### src/rtl/pipeline_hazard_ctrl.sv
// Hazard and halt controller for a short in-order pipeline: load-use stalls,
// branch/jump flushes, a three-cycle HLT drain, and saturating event counters.
module pipeline_hazard_ctrl (
  input  logic        clk,
  input  logic        reset_n,
  input  logic [3:0]  id_opcode,
  input  logic [5:0]  id_func_code,
  input  logic [1:0]  id_rs1,
  input  logic [1:0]  id_rs2,
  input  logic        ex_mem_read,
  input  logic [1:0]  ex_rd,
  input  logic        ex_branch_taken,
  input  logic        wb_valid,
  output logic        pc_write,
  output logic        ifid_write,
  output logic        ifid_flush,
  output logic        idex_bubble,
  output logic        halt,
  output logic [15:0] num_inst,
  output logic [15:0] stall_cnt,
  output logic [15:0] flush_cnt
);

  // Opcode and function encodings shared with the rest of the core.
  localparam logic [3:0] BNE_OP = 4'd0;
  localparam logic [3:0] BEQ_OP = 4'd1;
  localparam logic [3:0] LHI_OP = 4'd6;
  localparam logic [3:0] SWD_OP = 4'd8;
  localparam logic [3:0] JMP_OP = 4'd9;
  localparam logic [3:0] JAL_OP = 4'd10;
  localparam logic [3:0] ALU_OP = 4'd15;

  localparam logic [5:0] FUNC_ADD = 6'd0;
  localparam logic [5:0] FUNC_SUB = 6'd1;
  localparam logic [5:0] FUNC_AND = 6'd2;
  localparam logic [5:0] FUNC_ORR = 6'd3;
  localparam logic [5:0] FUNC_JPR = 6'd25;
  localparam logic [5:0] FUNC_JRL = 6'd26;
  localparam logic [5:0] FUNC_HLT = 6'd29;

  localparam logic [1:0] RUN    = 2'd0;
  localparam logic [1:0] DRAIN  = 2'd1;
  localparam logic [1:0] HALTED = 2'd2;

  logic [1:0] state_r;
  logic [1:0] next_state_s;
  logic [1:0] dcnt_r;
  logic [1:0] next_dcnt_s;
  logic       rs1_used_s;
  logic       rs2_used_s;
  logic       load_use_s;
  logic       is_hlt_s;
  logic       is_jmp_s;
  logic       stall_s;

  function automatic logic [15:0] sat_inc(input logic [15:0] val, input logic en);
    if (en && (val != 16'hFFFF)) begin
      sat_inc = val + 16'd1;
    end else begin
      sat_inc = val;
    end
  endfunction

  // Decode register usage and control-flow class of the ID instruction.
  always_comb begin
    rs1_used_s = !((id_opcode == LHI_OP) || (id_opcode == JMP_OP) || (id_opcode == JAL_OP));
    rs2_used_s = 1'b0;
    is_hlt_s   = 1'b0;
    is_jmp_s   = 1'b0;
    case (id_opcode)
      ALU_OP: begin
        case (id_func_code)
          FUNC_ADD, FUNC_SUB, FUNC_AND, FUNC_ORR: rs2_used_s = 1'b1;
          FUNC_JPR, FUNC_JRL:                     is_jmp_s   = 1'b1;
          FUNC_HLT:                               is_hlt_s   = 1'b1;
          default:                                rs2_used_s = 1'b0;
        endcase
      end
      SWD_OP, BNE_OP, BEQ_OP: rs2_used_s = 1'b1;
      JMP_OP, JAL_OP:         is_jmp_s   = 1'b1;
      default:                rs2_used_s = 1'b0;
    endcase
    load_use_s = ex_mem_read &&
                 ((rs1_used_s && (id_rs1 == ex_rd)) || (rs2_used_s && (id_rs2 == ex_rd)));
  end

  // Pipeline control outputs and next-state selection; reset reads as a frozen pipe.
  always_comb begin
    pc_write     = 1'b0;
    ifid_write   = 1'b0;
    ifid_flush   = 1'b0;
    idex_bubble  = 1'b1;
    next_state_s = state_r;
    next_dcnt_s  = dcnt_r;
    stall_s      = 1'b0;
    if (!reset_n) begin
      next_state_s = RUN;
      next_dcnt_s  = 2'd0;
    end else begin
      case (state_r)
        RUN: begin
          if (ex_branch_taken) begin
            pc_write   = 1'b1;
            ifid_write = 1'b1;
            ifid_flush = 1'b1;
          end else if (load_use_s) begin
            stall_s = 1'b1;
          end else if (is_hlt_s) begin
            idex_bubble  = 1'b0;
            next_state_s = DRAIN;
            next_dcnt_s  = 2'd3;
          end else if (is_jmp_s) begin
            pc_write    = 1'b1;
            ifid_write  = 1'b1;
            ifid_flush  = 1'b1;
            idex_bubble = 1'b0;
          end else begin
            pc_write    = 1'b1;
            ifid_write  = 1'b1;
            idex_bubble = 1'b0;
          end
        end
        // A branch in EX here is younger than the HLT, so it is deliberately ignored.
        DRAIN: begin
          next_dcnt_s = dcnt_r - 2'd1;
          if (dcnt_r == 2'd1) begin
            next_state_s = HALTED;
          end else begin
            next_state_s = DRAIN;
          end
        end
        HALTED: begin
          next_state_s = HALTED;
        end
        default: begin
          next_state_s = RUN;
          next_dcnt_s  = 2'd0;
        end
      endcase
    end
  end

  // State, drain counter, halt flag and saturating counters.
  always_ff @(posedge clk or negedge reset_n) begin
    if (!reset_n) begin
      state_r   <= RUN;
      dcnt_r    <= 2'd0;
      halt      <= 1'b0;
      num_inst  <= 16'd0;
      stall_cnt <= 16'd0;
      flush_cnt <= 16'd0;
    end else begin
      state_r   <= next_state_s;
      dcnt_r    <= next_dcnt_s;
      halt      <= (next_state_s == HALTED);
      num_inst  <= sat_inc(num_inst, wb_valid);
      stall_cnt <= sat_inc(stall_cnt, stall_s);
      flush_cnt <= sat_inc(flush_cnt, ifid_flush);
    end
  end

endmodule

### config.mk
export PLATFORM = sky130hd
export DESIGN_NAME = pipeline_hazard_ctrl
export DESIGN_NICKNAME = d
export VERILOG_FILES = /design/src/rtl/pipeline_hazard_ctrl.sv
export SDC_FILE = /design/constraint.sdc
export NUM_CORES = 1
export LEC_CHECK = 0
export CORE_AREA = 2 2 79 96
export CTS_BUF_LIST = sky130_fd_sc_hd__clkbuf_8
export DETAILED_ROUTE_END_ITERATION = 6
export DIE_AREA = 0 0 81 98
export PLACE_DENSITY = 0.73
export SYNTH_ARGS = -nofsm -noshare
export SYNTH_HDL_FRONTEND = slang
export SYNTH_SLANG_ARGS = --single-unit
### constraint.sdc
create_clock -name clk -period 3.3 [get_ports clk]
set_input_delay 0.33 -clock clk [delete_from_list [all_inputs] [get_ports clk]]
set_output_delay 0.33 -clock clk [all_outputs]
set_load 0.05 [all_outputs]
-- Word-level counts from Yosys, hierarchy flattened
Index checks and enable logic that the tools add are counted.
W data, S select, Z words.
- $add $sub $neg: 4
- $mul: 0
- divide/modulo/power cells: 0
- order comparisons: 0
- equal/unequal tests: 25
- shift operators: 0
- mux-type cells: 35
- bitwise operators: 0
- reduce and logical (&&, ||, !) cells: 18
- operator list (kind ; count):
    $add A16 B1 Y16 const B ; 3
    $ne A16 B16 Y1 const B ; 3
    $mux W1 ; 22
    $eq A6 B5 Y1 const B ; 3
    $mux W2 ; 9
    $eq A4 B4 Y1 const B ; 4
    $eq A6 B2 Y1 const B ; 2
    $pmux W2 S3 ; 2
    $ne A3 B3 Y1 const B ; 3
    $eq A6 B1 Y1 const B ; 1
    $logic_and A1 B1 Y1 ; 6
    $logic_not A6 Y1 ; 1
    $eq A2 B1 Y1 const B ; 2
    $eq A2 B2 Y1 ; 2
    $eq A2 B2 Y1 const B ; 2
    $eq A4 B1 Y1 const B ; 1
    $eq A4 B3 Y1 const B ; 1
    $logic_not A4 Y1 ; 1
    $pmux W1 S2 ; 2
    $reduce_and A4 Y1 ; 1
    $reduce_or A2 Y1 ; 2
    $reduce_or A4 Y1 ; 1
    $logic_or A1 B1 Y1 ; 3
    $reduce_or A3 Y1 ; 1
    4 further kinds ; 4
- register bits after elaboration: 53
- latch bits: 0
- memory bits (writable): 0
- bits in read-only memories: 0
- input port bits: 21
- output and inout port bits: 53
- word-level logic and storage cells: 88
- memories kept: 0

-- Longest topological paths before layout
Gate-level depths: netlist (run 1).
- word-level depth: 12
- mapped depth: 8
- mapped depth without buffers: 7

-- Worst setup path after synthesis (run 1)
OpenSTA, ideal clock, no wires.
- path kind: in2out
- start point: input id_opcode[2]
- end point: output ifid_flush
- arrival time: 2.019 ns
- path slack: 0.951 ns
- cell stages on the path: 6
- buffers on the path: 0
- cells stage by stage: xnor2_1 > o311ai_2 > o32ai_2 > nand2b_1 > and3_1 > o31a_1
- longest elaborated chain between the ends: 11
- elaborated cells between the ends (all ways): 25
- those cells by class: 6 x eq/ne; 9 x mux; 10 x reduce/logical
- RTL lines (element ; RTL line ; text):
    from (decl) ; 6 ; input logic [3:0] id_opcode,
    parallel branches: the longest is 7 deep, another holds $eq A4 B4 Y1 ; n/a ;
    $mux W1 (*) ; 106 ; end else if (load_use_s) begin
    $mux W1 (*) ; 102 ; if (ex_branch_taken) begin
    $mux W1 (*) ; 100 ; case (state_r)
    $mux W1 (*) ; 96 ; if (!reset_n) begin
    to (decl) ; 16 ; output logic ifid_flush,
Mark *: on every way between the ends.

-- Worst setup path in the final report (run 1)
- start point: input id_opcode[3]
- end point: output ifid_write
- longest elaborated chain between the ends: 11
- elaborated cells between the ends (all ways): 22
- those cells by class: 6 x eq/ne; 7 x mux; 9 x reduce/logical
- RTL lines (element ; RTL line ; text):
    parallel branches: the longest is 7 deep, another holds $eq A4 B4 Y1 ; n/a ;
    $mux W1 (*) ; 106 ;
    $mux W1 (*) ; 102 ;
    $mux W1 (*) ; 100 ;
    $mux W1 (*) ; 96 ;
    to (decl) ; 15 ; output logic ifid_write,
Marks and branches as above.

==> impl_metrics.toml, run 1 <==
[synthesis]
yosysTopAreaCell = "dfrtp_1"
netlist_area_um2 = 2780
synth-seq-cells = 53
synth_most_common_cell = "dfrtp_1"
syn-num-nets = 282
synth.distinct_cells = 45
synthArstFlopShare_pct = 100
yosys-top-cells-count = "dfrtp_1 (53), xnor2_1 (30), nand2_1 (25), xor2_1 (20)"
seq_area_frac_synth_pct = 47.7
synthTopCellsByArea = "dfrtp_1 (48%), xnor2_1 (9.4%), xor2_1 (6.3%)"
synth_area_per_cell_um2 = 10.8
yosys.area.top_type_share_pct = 47.7
synth-warning-count = 0
synth-edff-count = 0
ys.flop_type = "dfrtp_1"
synthCells = 257

[die]
ios = 74
die-area_um2 = 7940
die-height_um = 98
core_um2 = 7060
core.rowCount = 34
initial_core_util_pct = 39.4
die_w_um = 81

[global_route]
grt_pass1_wl_mm = 9.80
antenna_found_initial = 0
grt_max_degree = 59
grt_pass1_vias = 2203
overflow = 0
grt_use_total_pct = 15.4

[placed_design]
dp_hpwl_mm = 4.29
port_buffers = 73
place_congestion = 0.751

[critical_path]
cpMaxStageDelayCell = "clkdlybuf4s50_1"
startpoint_type = "input pin"
slowest_delay_ns = 0.81
cp_data_required_time_ns = 2.97
crit_fanout = 6
cp.arrival_ns = 2.63
worstPathCellList = "clkdlybuf4s50_1 > xnor2_1 > o311ai_2 > o32ai_2 > nand2b_1 > and3_1 > clkdlybuf4s50_1"
crit_type = "in -> out"
critPathTopFamily = "buffers and inverters"
cp_num_buf_inv = 2
cp_common_cell = "clkdlybuf4s50_1"
endpoint_kind = "primary output"

[clocking]
cts_setup_buffers = 0
tritoncts = "built"
cts.sinks = 53
clk_latency_ns = 0.30
numCtsBuffers = 5
cts_resized = 0
clk_pin_slew_worst_paths_ns = 0.09
root_buffer = "clkbuf_8"
clockBufferDepth = 2
cts_hold_buf = 0
h-tree-depth = 2

[timing]
fmax_mhz = 338
setup_tns_ns = 0
tightest_slew_ns = 0.684
finalHoldViolations = 0
period_minus_slack_ns = 2.96
slew_headroom_pct = 54.4
setup_viol = 0
finalCritPeriodShare_pct = 89.7
drv_slew = 0
skew_ns = 0.00314
rsz0062_at_grt = "false"

[worst_hold_path]
min_path_type = "in -> async"

[layout]
regArea_um2 = 1330
multi_input_area_um2 = 1390
area_growth_pct = 33.2
final_nets = 359
drive_above_1_share_pct = 8.96
fillers = 667
diodes = 0

[power]
leakage_nw = 1.57
p_per_area_nw_per_um2 = 569
total_power_mw = 2.11
ir_drop_mv = 0.496

[route]
vias_per_cell = 5.09
postRouteAntennaNets = 0
dr.pass1.iters = 5
wl_per_cell_um = 13.6
drcViolationCount = 0
routed_wl_mm = 5.79
vias = 2162
drtIter0Drc = 72

[flow_run]
cap_violations = 0

[run_status]
outcome = "finished clean"
cells in the final DEF (no fill, tap or decap), drive strengths merged, types with 5 or more instances in the layout:
cell type,n
clkbuf,5
dfrtp,53
inv,11
nor4,6
nand2,25
clkdlybuf4s50,71
xnor2,30
nor3,11
and3,7
nand4,12
xor2,20
nor2,17
nand3,17
mux2,6
state kept, by name (all words and copies together), names as in the netlist:
register,count
num_inst,16
state_r,2
flush_cnt,16
dcnt_r,2
halt,1
stall_cnt,16
cells by family after synthesis:
group           share of synthesized area (%)
xor+xnor                                 15.7
simple gates                             24.6
buf+inv                                  2.43
flops                                    47.7
fa+ha+maj                                1.80
compound gates                           4.95
mux                                      2.79
worst paths after layout:
kind / from / endpoint / slack, ns / cells past startpoint
setup / recovery: id_opcode[3] / ifid_write / 0.34 / 7
hold / removal: reset_n / flush_cnt[15] / 0.20 / 2
setup reg to reg: flush_cnt[0] / flush_cnt[9] / 1.27 / 7
hold reg to reg: stall_cnt[4] / stall_cnt[4] / 0.49 / 1
max in group asynchronous: reset_n / stall_cnt[10] / 2.64 / 2
min in group clk: stall_cnt[4] / stall_cnt[4] / 0.49 / 1
report_power, final:
group	switching, mW	internal (mW)	total [mW]	leakage, nW
Clock	0.207	0.225	0.431	0.0595
Sequential	0.119	0.742	0.861	0.698
Combinational	0.530	0.288	0.817	0.812
Total	0.855	1.25	2.11	1.57
layout make-up:
class                   count  share of cell area [%]
multi-input cells         190                    37.4
clock inverters             3                    1.15
repair buffers             74                    19.7
inverters                  10                    1.01
well taps                  90                    3.04
clock buffers               5                    1.86
flip-flops and latches     53                    35.8
layer usage:
metal | routed length [um] | GRT usage (%) | vias to the layer above | share of wire [%]
li1 | - | - | 1053 | -
met1 | 2530 | 19.7 | 1042 | 44
met2 | 2850 | 25.4 | 59 | 49
met3 | 309 | 3.05 | 8 | 5.3
met4 | 99 | 5.74 | 0 | 1.7
met5 | 0 | 0 | - | 0
through the flow:
| stage | cells | worst slack [ns] | utilization [%] | area, um^2 | hold WS (ns) |
|---|---|---|---|---|---|
| after floorplan | 257 | 0.951 | - | 2780 | 0.0344 |
| after global placement | 417 | 0.382 | 50.9 | 3590 | 0.481 |
| after detailed placement | 417 | 0.330 | 50.9 | 3590 | 0.479 |
| after CTS | 425 | 0.323 | 52.5 | 3710 | 0.232 |
| after global routing | 425 | 0.176 | 52.5 | 3710 | 0.273 |
| final | 425 | 0.339 | 52.5 | 3710 | 0.197 |
Power figures use the tool's default switching activity.
==> run 2, diff against run 1 <==
--- a/config.mk
+++ b/config.mk
@@ -10,6 +10,7 @@
 export DETAILED_ROUTE_END_ITERATION = 6
 export DIE_AREA = 0 0 81 98
 export PLACE_DENSITY = 0.73
+export RECOVER_POWER = 50
 export SYNTH_ARGS = -nofsm -noshare
 export SYNTH_HDL_FRONTEND = slang
 export SYNTH_SLANG_ARGS = --single-unit
==> run 2 against run 1 <==
Compared with the run above: sequential share of layout area about the same; clock skew is essentially flat; global-route usage did not move; design area down 0.10%; routed wire length hardly changed; register-to-register slack got worse by 0.21 ns; via count barely moved.
==> impl_metrics.toml, run 2 (synthesis gave the netlist of run 1 again) <==
[route]
drcViolationCount = 0
drt-met1-wl_mm = 2.52
routed_wl_mm = 5.79
postRouteAntennaNets = 0
dr.pass1.iters = 5
wl_per_cell_um = 13.6
top_layer_used = "met4"
met2_wirelength_mm = 2.85
wl_met3_um = 318
vias = 2163
vias_per_cell = 5.09
drtIter0Drc = 69

[critical_path]
r2r_start = "num_inst[0]"
startpoint_type = "input pin"
crit_type = "in -> out"
rrSetupSlack_ns = 1.06
ff2ff_path_depth = 6
cp_data_required_time_ns = 2.97
endpoint_kind = "primary output"
r2r_end = "num_inst[15]"
crit_fanout = 6
crit_start = "id_opcode[0]"
worstSetupEndpoint = "ifid_write"
cp.arrival_ns = 2.66

[timing]
finalCritPeriodShare_pct = 90.7
rsz0062_at_grt = "false"
setup_viol = 0
tightest_slew_ns = 1.33
fmax_mhz = 334
setup_tns_ns = 0
drv_slew = 0
slew_headroom_pct = 11.2
setup_ws_ns = 0.308
skew_ns = 0.00269
finalHoldViolations = 0
period_minus_slack_ns = 2.99

[layout]
drive_above_1_share_pct = 8.36
diodes = 0
final_cell_mix = "clkdlybuf4s50_1 (59), dfrtp_1 (53), xnor2_1 (30), nand2_1 (25), xor2_1 (20)"
final_common_cell = "clkdlybuf4s50_1"
top_regs = "flush_cnt: 16 flops, num_inst: 16 flops, stall_cnt: 16 flops"
area_growth_pct = 33.1
final_nets = 359

[die]
initial_core_util_pct = 39.4
die-height_um = 98
core_um2 = 7060
die-area_um2 = 7940
ios = 74
core.rowCount = 34
die_w_um = 81

[global_route]
grt_max_degree = 59
grt_pass1_vias = 2203
grt_pass1_wl_mm = 9.80
antenna_found_initial = 0
overflow = 0
grt_use_total_pct = 15.4

[placed_design]
dp_hpwl_mm = 4.29
port_buffers = 73
place_congestion = 0.751
place_ws_ns = 0.330

[power]
p_per_area_nw_per_um2 = 568
leakage_nw = 1.58
ir_drop_mv = 0.486

[worst_hold_path]
min_from = "stall_cnt[4]"
min_path_type = "reg -> reg"
hold_depth = 1

[clocking]
h-tree-depth = 2
numCtsBuffers = 5
cts_resized = 0
cts_hold_buf = 0
cts_setup_buffers = 0
clk_latency_ns = 0.30
cts.sinks = 53
clk_pin_slew_worst_paths_ns = 0.09
tritoncts = "built"
root_buffer = "clkbuf_8"
clockBufferDepth = 2

[run_status]
outcome = "finished clean"

[flow_run]
cap_violations = 0
run 2: cell types whose count changed in the layout (fill, tap and decap cells not counted), sizes merged:
cell	change
buf	-2
clkbuf	+2
clkdlybuf4s50	-12
dlygate4sd3	+12
run 2: layout make-up:
class                           count  area (um^2)
Multi-Input combinational cell    190         1390
Inverter                           10         37.5
Clock inverter                      3         42.5
Sequential cell                    53         1330
Clock buffer                        5         68.8
Fill cell                         668         3360
Timing Repair Buffer               74          727
Tap cell                           90          113
run 2: routing by layer:
layer / GRT usage, % / up-vias
met5: 0 / -
li1: - / 1055
met2: 25.4 / 61
met1: 19.7 / 1039
met4: 5.74 / 0
met3: 3.05 / 8
run 2: critical path: stages:
cell	delay (ns)
dlygate4sd3_1	0.63
o311ai_2	0.40
o32ai_2	0.19
nand2b_1	0.10
and3_1	0.20
clkdlybuf4s50_1	0.81
run 2: worst min-delay path by stage:
stage                               end
final                      stall_cnt[4]
after global routing       flush_cnt[6]
after CTS                  stall_cnt[4]
after detailed placement   stall_cnt[4]
after global placement    stall_cnt[15]
after floorplan               dcnt_r[0]
run 2: where the power goes:
part           switching (mW)  total (mW)  internal [mW]
Clock                   0.207       0.431          0.225
Sequential              0.118       0.861          0.742
Combinational           0.529       0.811          0.282
run 2: metrics by stage:
step | hold WS, ns | utilization (%) | instances | area (um^2) | power (mW)
after floorplan | 0.0344 | - | 257 | 2780 | 1.39
after global placement | 0.481 | 50.9 | 417 | 3590 | 1.68
after detailed placement | 0.479 | 50.9 | 417 | 3590 | 1.69
after CTS | 0.232 | 52.5 | 425 | 3710 | 2.14
after global routing | 0.510 | 52.4 | 425 | 3700 | 2.22
final | 0.487 | 52.4 | 425 | 3700 | 2.10
